[config.mk]
export PLATFORM = sky130hd
export DESIGN_NAME = serial_hex_cmp_ctrl
export DESIGN_NICKNAME = d
export VERILOG_FILES = /design/src/rtl/serial_hex_cmp_ctrl.sv
export SDC_FILE = /design/constraint.sdc
export NUM_CORES = 1
export LEC_CHECK = 0
export CORE_MARGIN = 2
export CORE_UTILIZATION = 40
export CTS_CLUSTER_SIZE = 8
export DETAILED_ROUTE_END_ITERATION = 16
export MAX_ROUTING_LAYER = met4
export PLACE_DENSITY = 0.76
export SLEW_MARGIN = 20
export SYNTH_ARGS = -nofsm -noshare
export SYNTH_HDL_FRONTEND = slang
export SYNTH_HIERARCHICAL = 1
export SYNTH_SLANG_ARGS = --single-unit
[constraint.sdc]
create_clock -name clk -period 4.45 [get_ports clk]
set_input_delay 0.6675 -clock clk [delete_from_list [all_inputs] [get_ports clk]]
set_output_delay 0.6675 -clock clk [all_outputs]
set_load 0.01 [all_outputs]
[src/rtl/serial_hex_cmp_ctrl.sv]
// Serial nibble-at-a-time magnitude comparator (E/L/G over NIBBLES nibbles).
// Define HEXCMP_EARLY_EXIT_EN for MSB-first order with stop on first unequal nibble.

module hexcmp_slice (
  input  logic [3:0] i_a,
  input  logic [3:0] i_b,
  input  logic       i_e,
  input  logic       i_l,
  input  logic       i_g,
  output logic       o_e,
  output logic       o_l,
  output logic       o_g
);

  always_comb begin
    o_e = i_e;
    o_l = i_l;
    o_g = i_g;
    if (i_a > i_b) begin
      o_e = 1'b0;
      o_l = 1'b0;
      o_g = 1'b1;
    end else if (i_a < i_b) begin
      o_e = 1'b0;
      o_l = 1'b1;
      o_g = 1'b0;
    end
  end

endmodule

module serial_hex_cmp_ctrl #(
  parameter int NIBBLES = 4
) (
  input  logic                 clk,
  input  logic                 rst,
  input  logic                 start,
  input  logic [4*NIBBLES-1:0] a_in,
  input  logic [4*NIBBLES-1:0] b_in,
  output logic                 ready,
  output logic                 done,
  output logic                 E,
  output logic                 L,
  output logic                 G
);

  localparam int W  = 4 * NIBBLES;
  localparam int CW = $clog2(NIBBLES);

  localparam logic [1:0] S_IDLE = 2'd0;
  localparam logic [1:0] S_RUN  = 2'd1;
  localparam logic [1:0] S_DONE = 2'd2;

  localparam logic [CW-1:0] IDX_LO = '0;
  localparam logic [CW-1:0] IDX_HI = CW'(NIBBLES - 1);

`ifdef HEXCMP_EARLY_EXIT_EN
  localparam logic [CW-1:0] IDX_FIRST = IDX_HI;
  localparam logic [CW-1:0] IDX_END   = IDX_LO;
`else
  localparam logic [CW-1:0] IDX_FIRST = IDX_LO;
  localparam logic [CW-1:0] IDX_END   = IDX_HI;
`endif

  logic [1:0]    r_state;
  logic [CW-1:0] r_cnt;
  logic [W-1:0]  r_a;
  logic [W-1:0]  r_b;
  logic          r_e;
  logic          r_l;
  logic          r_g;
  logic          r_oe;
  logic          r_ol;
  logic          r_og;

  logic [3:0]    w_an;
  logic [3:0]    w_bn;
  logic          w_e;
  logic          w_l;
  logic          w_g;
  logic          w_last;
  logic          w_fin;

  assign w_an = r_a[{r_cnt, 2'b00} +: 4];
  assign w_bn = r_b[{r_cnt, 2'b00} +: 4];

  hexcmp_slice u_slice (
    .i_a (w_an),
    .i_b (w_bn),
    .i_e (r_e),
    .i_l (r_l),
    .i_g (r_g),
    .o_e (w_e),
    .o_l (w_l),
    .o_g (w_g)
  );

  assign w_last = (r_cnt == IDX_END);

`ifdef HEXCMP_EARLY_EXIT_EN
  // Scanning from the MSB, the first unequal nibble decides everything.
  assign w_fin = w_last | (w_an != w_bn);
`else
  assign w_fin = w_last;
`endif

  assign ready = (r_state == S_IDLE);
  assign done  = (r_state == S_DONE);
  assign E     = r_oe;
  assign L     = r_ol;
  assign G     = r_og;

  always_ff @(posedge clk or posedge rst) begin
    if (rst) begin
      r_state <= S_IDLE;
      r_cnt   <= '0;
      r_a     <= '0;
      r_b     <= '0;
      r_e     <= 1'b1;
      r_l     <= 1'b0;
      r_g     <= 1'b0;
      r_oe    <= 1'b0;
      r_ol    <= 1'b0;
      r_og    <= 1'b0;
    end else begin
      case (r_state)
        S_IDLE: begin
          if (start) begin
            r_a     <= a_in;
            r_b     <= b_in;
            r_e     <= 1'b1;
            r_l     <= 1'b0;
            r_g     <= 1'b0;
            r_cnt   <= IDX_FIRST;
            r_state <= S_RUN;
          end
        end
        S_RUN: begin
          r_e <= w_e;
          r_l <= w_l;
          r_g <= w_g;
          if (w_fin) begin
            r_oe    <= w_e;
            r_ol    <= w_l;
            r_og    <= w_g;
            r_state <= S_DONE;
          end else begin
`ifdef HEXCMP_EARLY_EXIT_EN
            r_cnt <= r_cnt - CW'(1);
`else
            r_cnt <= r_cnt + CW'(1);
`endif
          end
        end
        S_DONE: begin
          r_state <= S_IDLE;
        end
        default: begin
          r_state <= S_IDLE;
        end
      endcase
    end
  end

endmodule

After elaboration in Yosys (flattened, before gate mapping)
Index checks and enable logic that the tools add are counted.
{"block": "totals", "out_inout_bits": 5, "reg_bits": 42, "wordCells": 45, "inputBits": 35}
{"block": "op_classes", "mux": 17, "n_shift": 2, "eq_ne": 6, "add_sub_neg": 1, "n_reduce_logical": 7, "magnitude_cmp": 2}
{"cell": "variable part select 16 x 5 -> 4 bit", "n": 2}
{"cell": "two-way mux 1 bit", "n": 8}
{"cell": "two-way mux 2 bit", "n": 4}
{"cell": "one-hot mux 2 bit (2 select lines)", "n": 2}
{"cell": "AND reduction 2 bit", "n": 4}
{"cell": "!= test 2 bit (second input constant)", "n": 3}
{"cell": "one-hot mux 1 bit (2 select lines)", "n": 3}
{"cell": "== test 2 bit (second input constant)", "n": 2}
{"cell": "> comparator 4 bit", "n": 1}
{"cell": "less-than comparator 4 bit", "n": 1}
{"cell": "AND reduction 3 bit", "n": 1}
{"cell": "adder 2 x 1 -> 2 bit (second input constant)", "n": 1}
{"cell": "== test 2 x 1 -> 1 bit (second input constant)", "n": 1}
{"cell": "logical NOT 2 bit", "n": 1}
{"cell": "nonzero test 2 bit", "n": 1}

Logic depth before layout (Yosys ltp)
Gate-level depths: netlist of the first run.
{"block": "logic_depth", "word_depth": 5, "depth_mapped": 9, "depth_no_buf": 8}

Modules after synthesis
Netlist of the first run, hierarchy kept.
{"module": "serial_hex_cmp_ctrl", "seq_area_each_um2": 1052.3, "cells_per_inst": 115, "n_inst": 1, "area_each_um2": 1856.8}
{"module": "hexcmp_slice", "seq_area_each_um2": 0.0, "cells_per_inst": 17, "n_inst": 1, "area_each_um2": 137.6}

Least setup slack after synthesis of the first run
OpenSTA, ideal clock, no wires.
{"block": "synth_path", "path_kind": "reg-to-reg", "startpoint": "register r_cnt[0]", "endpoint": "register r_og (netlist: G)", "stages_incl_launch_ff": 9, "path_buffers": 1, "setup_time_ns": 0.125, "slack_ns": 2.239, "synth_period_minus_slack_ns": 2.211, "t_required_ns": 4.325, "arrival_time_ns": 2.086, "path_cell_list": "dfrtp_1 > buf_2 > mux4_2 > inv_1 > ha_1 > nor2b_4 > o211ai_2 > a22oi_1 > mux2_2"}
{"block": "synth_between", "elab_chain_len": 4, "elab_cells_between_ends": 8, "cone_classes": "order compare (2); eq/ne (1); shift (2); mux (2); reduce/logical (1)"}
{"item": "from (decl)", "line_no": "66", "text": "logic [CW-1:0] r_cnt;"}
{"item": "from (signal assigned)", "line_no": "151", "text": "r_cnt <= r_cnt + CW'(1);"}
{"item": "variable part select 16 x 5 -> 4 bit (*)", "line_no": "85", "text": "assign w_bn = r_b[{r_cnt, 2'b00} +: 4];"}
{"item": "via w_bn[1]", "line_no": "77", "text": "logic [3:0] w_bn;"}
{"item": "less-than comparator 4 bit", "line_no": "23", "text": "end else if (i_a < i_b) begin"}
{"item": "two-way mux 1 bit", "line_no": "23"}
{"item": "two-way mux 1 bit (*)", "line_no": "19", "text": "if (i_a > i_b) begin"}
{"item": "via w_g", "line_no": "80", "text": "logic w_g;"}
{"item": "to (signal assigned)", "line_no": "145", "text": "r_og <= w_g;"}
{"item": "to (decl)", "line_no": "74", "text": "logic r_og;"}
The timed path passes the listed nets; every way through them passes the cells marked *.
A chain may end at the register's enable or synchronous reset.

Worst setup path in the final report of the first run
{"block": "layout_path", "startpoint": "register r_cnt[0]", "endpoint": "register r_og (netlist: G)"}
{"block": "layout_between", "elab_chain_len": 4, "elab_cells_between_ends": 8, "cone_classes": "order compare (2); eq/ne (1); shift (2); mux (2); reduce/logical (1)"}
{"item": "variable part select 16 x 5 -> 4 bit (*)", "line_no": "84", "text": "assign w_an = r_a[{r_cnt, 2'b00} +: 4];"}
{"item": "via w_an[1]", "line_no": "76", "text": "logic [3:0] w_an;"}
{"item": "less-than comparator 4 bit", "line_no": "23"}
{"item": "two-way mux 1 bit", "line_no": "23"}
{"item": "two-way mux 1 bit (*)", "line_no": "19"}
{"item": "via w_g", "line_no": "80"}
Marks and branches as above.

==> metrics.md, run 1 <==
| Metric | Value |
|---|---|
| Sink Count | 42 |
| Setup_tns | 0 ns |
| Post-CTS repair timing setup buffer count | 0 |
| Nets | ~210 |
| LEAKAGE | ~1.1 nW |
| Largest net degree at the start of global routing | between 40 and 50 |
| Clock tree buffer depth | 2 |
| Leading area contributor after synthesis | dfrtp_1 |
| Max cap viols | 0 |
| Hold WC Path Type | flip-flop to flip-flop |
| Initial Utilization | a little over two fifths |
| Main combinational cell family by area after synthesis | multiplexers |
| Post-route minimum period | around 2.5 ns |
| Share of cells above drive strength 1 | 32.76% |
| Antenna diodes | 0 |
| Max stage delay cell, worst path | dfrtp_1 |
| Design area | between 2000 and 3000 um^2 |
| Int Power | 1.225 mW |
| Worst slew pin tran | 0.5804 ns |
| Peak supply drop | 0.0002953 V |
| Cell Rows | 25 |
| Fin. max-slew vios | 0 |
| Seq cells post-synth | between 40 and 50 |
| Post-synth cell types | 29 |
| Tcrit/Tclk final | between 50% and 60% |
| Drt via density | between 5 and 6 |
| Worst-path clk slew | 0.08 ns |
| Gr usage total | approximately 16% |
| Top-count cell post-synth | dfrtp_1 |
| Sequential share of the synthesized area | approximately 53% |
| Endpoint class of the critical path | flip-flop |
| First-pass GRT wire length | about 6300 um |
| Number of buffers created by CTS | 5 |
| Status | finished clean |
| FMAX | 0.4020 GHz |
| Mux contribution to synthesized area | ~29% |
| Hold Path Depth | 2 |
| Crit Path Max Fanout | 12 |
| Warnings from Yosys | 6 |
| Area grow syn2layout | 26.16% |
| Sw power | 0.6018 mW |
| Via count | approximately 1200 |
| Worst-Skew Late Latency | 0.29 ns |
| Final setup fails | 0 |
| Hpwl dp | ~2800 um |
| Combinational Power Share | a little under half |
| Synth Area in Compound Gates | just under 5% |
| DP Cell Count | 233 |
| Post-DRT Antenna Nets | 0 |
| DR pass1 iterations | 4 |
| Die Area | approximately 5600 um^2 |
| CTS tree | built |
| Reg2reg path depth | 6 |
| Initial antenna violation count | 0 |
| Slowest stage delay, CP | 0.72 ns |
| Routed length per instance | 15.55 um |
| Crit start category | flip-flop |
| Die width | 74.61 um |
| Drt first-iter violations | 93 |
| Final Util | 52.92% |
| Number of port buffers | 39 |
| RSZ-0062 raised after global routing | false |
| Placed cell areas | around 2400 um^2 |
| Final Hold Vio Count | 0 |
| Simple-Gate Fraction of Synth Area | around 5.8% |
| Die height | around 75 um |
| Post-synth EDFFs | 0 |
| Crit path DAT | approximately 2.7 ns |
| Slew HR | approximately three fifths |
| Post-synthesis adder-cell area fraction | 3.137% |
| Sw Share | 32.93% |
| Synth cell count leaders | dfrtp_1 (41), mux2_2 (35), inv_1 (9) |
| Post-synthesis cell area | 1994 um^2 |
| Req. time, crit path | 4.63 ns |
| Htree depth | 2 |
| Syn_nets | about 170 |
| Sequential share of power | 39.9% |
| FILL cells | a little over 400 |
| Gates resized, CTS repair | 0 |
| Vias in the first global route | 1303 |
| Synth top area cells | dfrtp_1 (51%), mux2_2 (20%), mux4_2 (9.0%) |
| Setup CP Type | flip-flop to flip-flop |
| Residual DRC | 0 |
| I/O pin count | 40 |
| Clock Skews | about 0.0043 ns |
| Main flop type after synthesis | dfrtp_1 |
| XOR/XNOR Fraction of Synth Area | 0% |
| Async set-reset flop share out of synthesis | 100.0% |
| Core ar. | 4755 um^2 |
| Final Non-Filler Cells | 241 |
| WL final | between 3000 and 4000 um |
| CTS Root Cell | clkbuf_8 |
| Total gr overflow | 0 |
| Clock power frac | between 10% and 20% |
| P per Cell Area | between 700 and 800 nW/um^2 |
| Post-synth top area share | about half |
| Mapped Cells | between 100 and 150 |
| Worst-path cell chain | mux4_2 > ha_1 > nor2b_4 > o211ai_2 > a22oi_1 > mux2_2 |
| Routability congestion estimate | about 0.71 |
| Cts hold-fix bufs | 0 |
| Syn avg cell area | 15.11 um^2 |
==> per-stage QoR <==
stage | worst slack [ns] | hold WS [ns] | power (mW)
finish | 1.962 | 0.4864 | 1.827
global placement | 2.031 | 0.4598 | 1.516
CTS | 1.925 | 0.4933 | 1.843
floorplan | 2.239 | 0.4502 | 1.376
detailed placement | 1.944 | 0.4824 | 1.585
global route | 1.772 | 0.5157 | 1.962
==> path summary, 6_finish.rpt <==
kind                           end  startpoint  slack, ns
max                              G    r_cnt[0]       1.96
min                            r_e         r_e       0.49
max reg2reg                      G    r_cnt[0]       1.96
min reg2reg                    r_e         r_e       0.49
max in group asynchronous  r_b[15]         rst       3.29
min in group asynchronous        G         rst       0.80
==> final cells by class <==
| cell class | instances | area [um^2] | area share, % |
|---|---|---|---|
| multi-input cells | 74 | 849.6 | 33.76 |
| repair buffers | 41 | 405.4 | 16.11 |
| clock buffers | 7 | 86.33 | 3.431 |
| inverters | 9 | 33.78 | 1.343 |
| clock inverters | 1 | 5.005 | 0.1989 |
| well taps | 67 | 83.83 | 3.332 |
| flip-flops and latches | 42 | 1052 | 41.82 |
==> worst max-delay path, delay by kind of cell, from the launching register on <==
| kind | cells | cell delay, ns |
|---|---|---|
| AO/OA/AOI/OAI | 2 | 0.34 |
| AND/OR/NAND/NOR | 1 | 0.13 |
| multiplexers | 2 | 0.87 |
| flip-flops | 1 | 0.72 |
| adder cells (fa/ha/maj) | 1 | 0.32 |
==> sequential cells by signal, indices dropped and copies added, names as in the netlist <==
register / cells
r_b: 16
r_l: 1
G: 1
r_state: 2
r_e: 1
r_g: 1
E: 1
r_a: 16
L: 1
r_cnt: 2
==> cells by family (layout without fill, tap and decap cells) <==
group,after synthesis,after routing
compound gates,12,12
fa+ha+maj,5,5
buf+inv,16,58
flops,42,42
mux,43,43
simple gates,14,14
==> power groups by stage <==
stage | clock [mW] | sequential [mW] | combinational, mW
after floorplan | 0 | 0.656 | 0.720
after global placement | 0 | 0.728 | 0.788
after detailed placement | 0 | 0.742 | 0.843
after CTS | 0.254 | 0.734 | 0.855
after global routing | 0.269 | 0.763 | 0.930
final | 0.248 | 0.730 | 0.850
==> cell usage in the layout (no fill, tap or decap), types with 2 or more instances in the layout <==
| cell | count |
|---|---|
| ha_1 | 5 |
| mux4_2 | 8 |
| mux2_2 | 35 |
| clkdlybuf4s50_1 | 39 |
| a22o_1 | 3 |
| buf_4 | 2 |
| a22oi_1 | 2 |
| a211o_1 | 2 |
| and3_1 | 2 |
| a21oi_1 | 2 |
| inv_1 | 9 |
| clkbuf_8 | 6 |
| dfrtp_1 | 41 |
==> layer usage <==
layer | vias to the layer above | wire length, um | global-route usage [%]
met1 | 607 | 1586 | 18.86
met3 | 11 | 154 | 4.819
met4 | 0 | 112 | 8.135
met2 | 33 | 1895 | 24.48
met5 | - | 0 | -
li1 | 561 | - | -
(Power assumes the default switching activity.)
==> run 2, diff against run 1 <==
==> constraint.sdc (replaced) <==
create_clock -name clk -period 2.5 [get_ports clk]
set_input_delay 0.375 -clock clk [delete_from_list [all_inputs] [get_ports clk]]
set_output_delay 0.375 -clock clk [all_outputs]
set_load 0.01 [all_outputs]
==> metrics.md, run 2 (synthesis gave the netlist of run 1 again) <==
| Metric | Value |
|---|---|
| P per Cell Area | about 1300 nW/um^2 |
| Drt first-iter violations | 40 |
| Crit start category | flip-flop |
| RSZ-0062 raised after global routing | false |
| Clock Skews | 0.005183 ns |
| Worst slew pin tran | between 0.5 and 0.6 ns |
| Sink Count | 42 |
| Max cap viols | 0 |
| Hold Startpoint | r_e |
| Worst hold endpoint | r_e |
| Antenna diodes | 0 |
| Crit Path Max Fanout | 6 |
| Largest net degree at the start of global routing | 43 |
| Setup_tns | 0 ns |
| Crit path DAT | around 2.5 ns |
| Fin. max-slew vios | 0 |
| Reg2reg start | r_cnt[0] |
| Slew HR | around 65% |
| Die width | roughly 75 um |
| Met2 Track Usage GR | between 20% and 30% |
| Reg2reg path depth | 6 |
| Endpoint class of the critical path | flip-flop |
| Nets | between 200 and 250 |
| Most common cell after layout, fill and taps aside | dfrtp_1 |
| CTS Root Cell | clkbuf_8 |
| Drt via density | 5.008 |
| FMAX | roughly 0.43 GHz |
| Worst Hold Margin | between 0.4 and 0.5 ns |
| Tcrit/Tclk final | roughly 92% |
| Total gr overflow | 0 |
| Number of port buffers | 39 |
| Residual DRC | 0 |
| Biggest regs | r_a x16, r_b x16 |
| Most frequent cells in the layout | dfrtp_1 (41), clkdlybuf4s50_1 (39), mux2_2 (35), inv_1 (9), mux4_2 (8) |
| Initial antenna violation count | 0 |
| Share of cells above drive strength 1 | 33.90% |
| Final setup fails | 0 |
| Hold Path Depth | 2 |
| Core ar. | ~4800 um^2 |
| Gates resized, CTS repair | 0 |
| Htree depth | 2 |
| Post-DRT Antenna Nets | 0 |
| Setup CP Type | flip-flop to flip-flop |
| Worst-path clk slew | about 0.080 ns |
| LEAKAGE | between 1 and 1.5 nW |
| Cell Rows | 25 |
| WL final | ~3600 um |
| RR Endpoint | L |
| First-pass GRT wire length | just under 6000 um |
| CTS tree | built |
| DR pass1 iterations | 5 |
| Reg2Reg Setup Slack | between 0.15 and 0.2 ns |
| Routed length per instance | 14.58 um |
| Cts hold-fix bufs | 0 |
| Final Hold Vio Count | 0 |
| Hpwl dp | roughly 2800 um |
| Die height | 74.61 um |
| Placed cell areas | roughly 2400 um^2 |
| Post-route minimum period | between 2 and 2.5 ns |
| Routability congestion estimate | about 0.75 |
| Met1 usage | between 10% and 20% |
| Vias in the first global route | ~1300 |
| Number of buffers created by CTS | 5 |
| Status | finished clean |
| Req. time, crit path | approximately 2.7 ns |
| Via count | ~1200 |
| Design area | 2539 um^2 |
| Grt met3 use | between 3 and 4% |
| I/O pin count | 40 |
| Initial Utilization | between 40% and 50% |
| Area grow syn2layout | 27.29% |
| Busiest layer in global routing | met2 |
| Worst-Skew Late Latency | roughly 0.28 ns |
| Die Area | 5567 um^2 |
| Peak supply drop | slightly above 0.0006 V |
| Final Util | 53.39% |
| Post-CTS repair timing setup buffer count | 0 |
| Gr usage total | roughly 15% |
| Hold WC Path Type | flip-flop to flip-flop |
| Clock tree buffer depth | 2 |
-- run 2: changes by cell type in the layout (fill, tap and decap cells not counted) --
cell	delta
buf_4	+3
-- run 2: layer usage --
layer / vias to the layer above / part of all wire [%]
met2: 35 / 50
met4: 0 / 4.6
met1: 607 / 42
met5: - / 0
met3: 14 / 3.8
li1: 566 / -
-- run 2: report_power, final --
part           internal, mW  leakage, nW  switching (mW)
clock network         0.223       0.0482           0.215
logic                 0.949        0.536           0.600
registers              1.03        0.498           0.232
total                  2.20         1.08            1.05
-- run 2: metrics by stage --
stage | std cells | setup slack [ns] | power, mW
floorplan | 132 | 0.2889 | 2.449
global placement | 236 | 0.2433 | 2.746
detailed placement | 236 | 0.1827 | 2.850
CTS | 244 | 0.1655 | 3.293
global route | 244 | 0.05497 | 3.497
finish | 244 | 0.1882 | 3.249
-- run 2: final cells by class --
type | instances | area, um^2
Clock buffer | 7 | 86.33
Clock inverter | 1 | 5.005
Fill cell | 407 | 2216
Inverter | 9 | 33.78
Multi-Input combinational cell | 74 | 849.6
Sequential cell | 42 | 1052
Tap cell | 67 | 83.83
Timing Repair Buffer | 44 | 427.9
-- run 2: worst max path at each step --
| stage | start | to | slack [ns] | depth (start not counted) |
|---|---|---|---|---|
| after floorplan | r_cnt[0] | G | 0.29 | 8 |
| after global placement | r_cnt[0] | L | 0.24 | 6 |
| after detailed placement | r_cnt[0] | L | 0.18 | 6 |
| after CTS | r_cnt[0] | L | 0.17 | 6 |
| after global routing | r_cnt[0] | G | 0.05 | 7 |
| final | r_cnt[0] | L | 0.19 | 6 |
-- run 2: worst max-delay path, stage by stage, from the launching register on --
cell and delay, ns:
dfrtp_1 0.48, buf_4 0.21, mux4_2 0.50, ha_1 0.33, and4_1 0.21, a22o_1 0.20
mux2_2 0.26
==> run 3, diff against run 2 <==
--- a/config.mk
+++ b/config.mk
@@ -7,6 +7,7 @@
 export LEC_CHECK = 0
 export CORE_MARGIN = 2
 export CORE_UTILIZATION = 40
+export CTS_CLUSTER_DIAMETER = 150
 export CTS_CLUSTER_SIZE = 8
 export DETAILED_ROUTE_END_ITERATION = 16
 export MAX_ROUTING_LAYER = met4
==> results of run 3 <==
No change in the layout: final DEF, timing and power equal those of run 2.
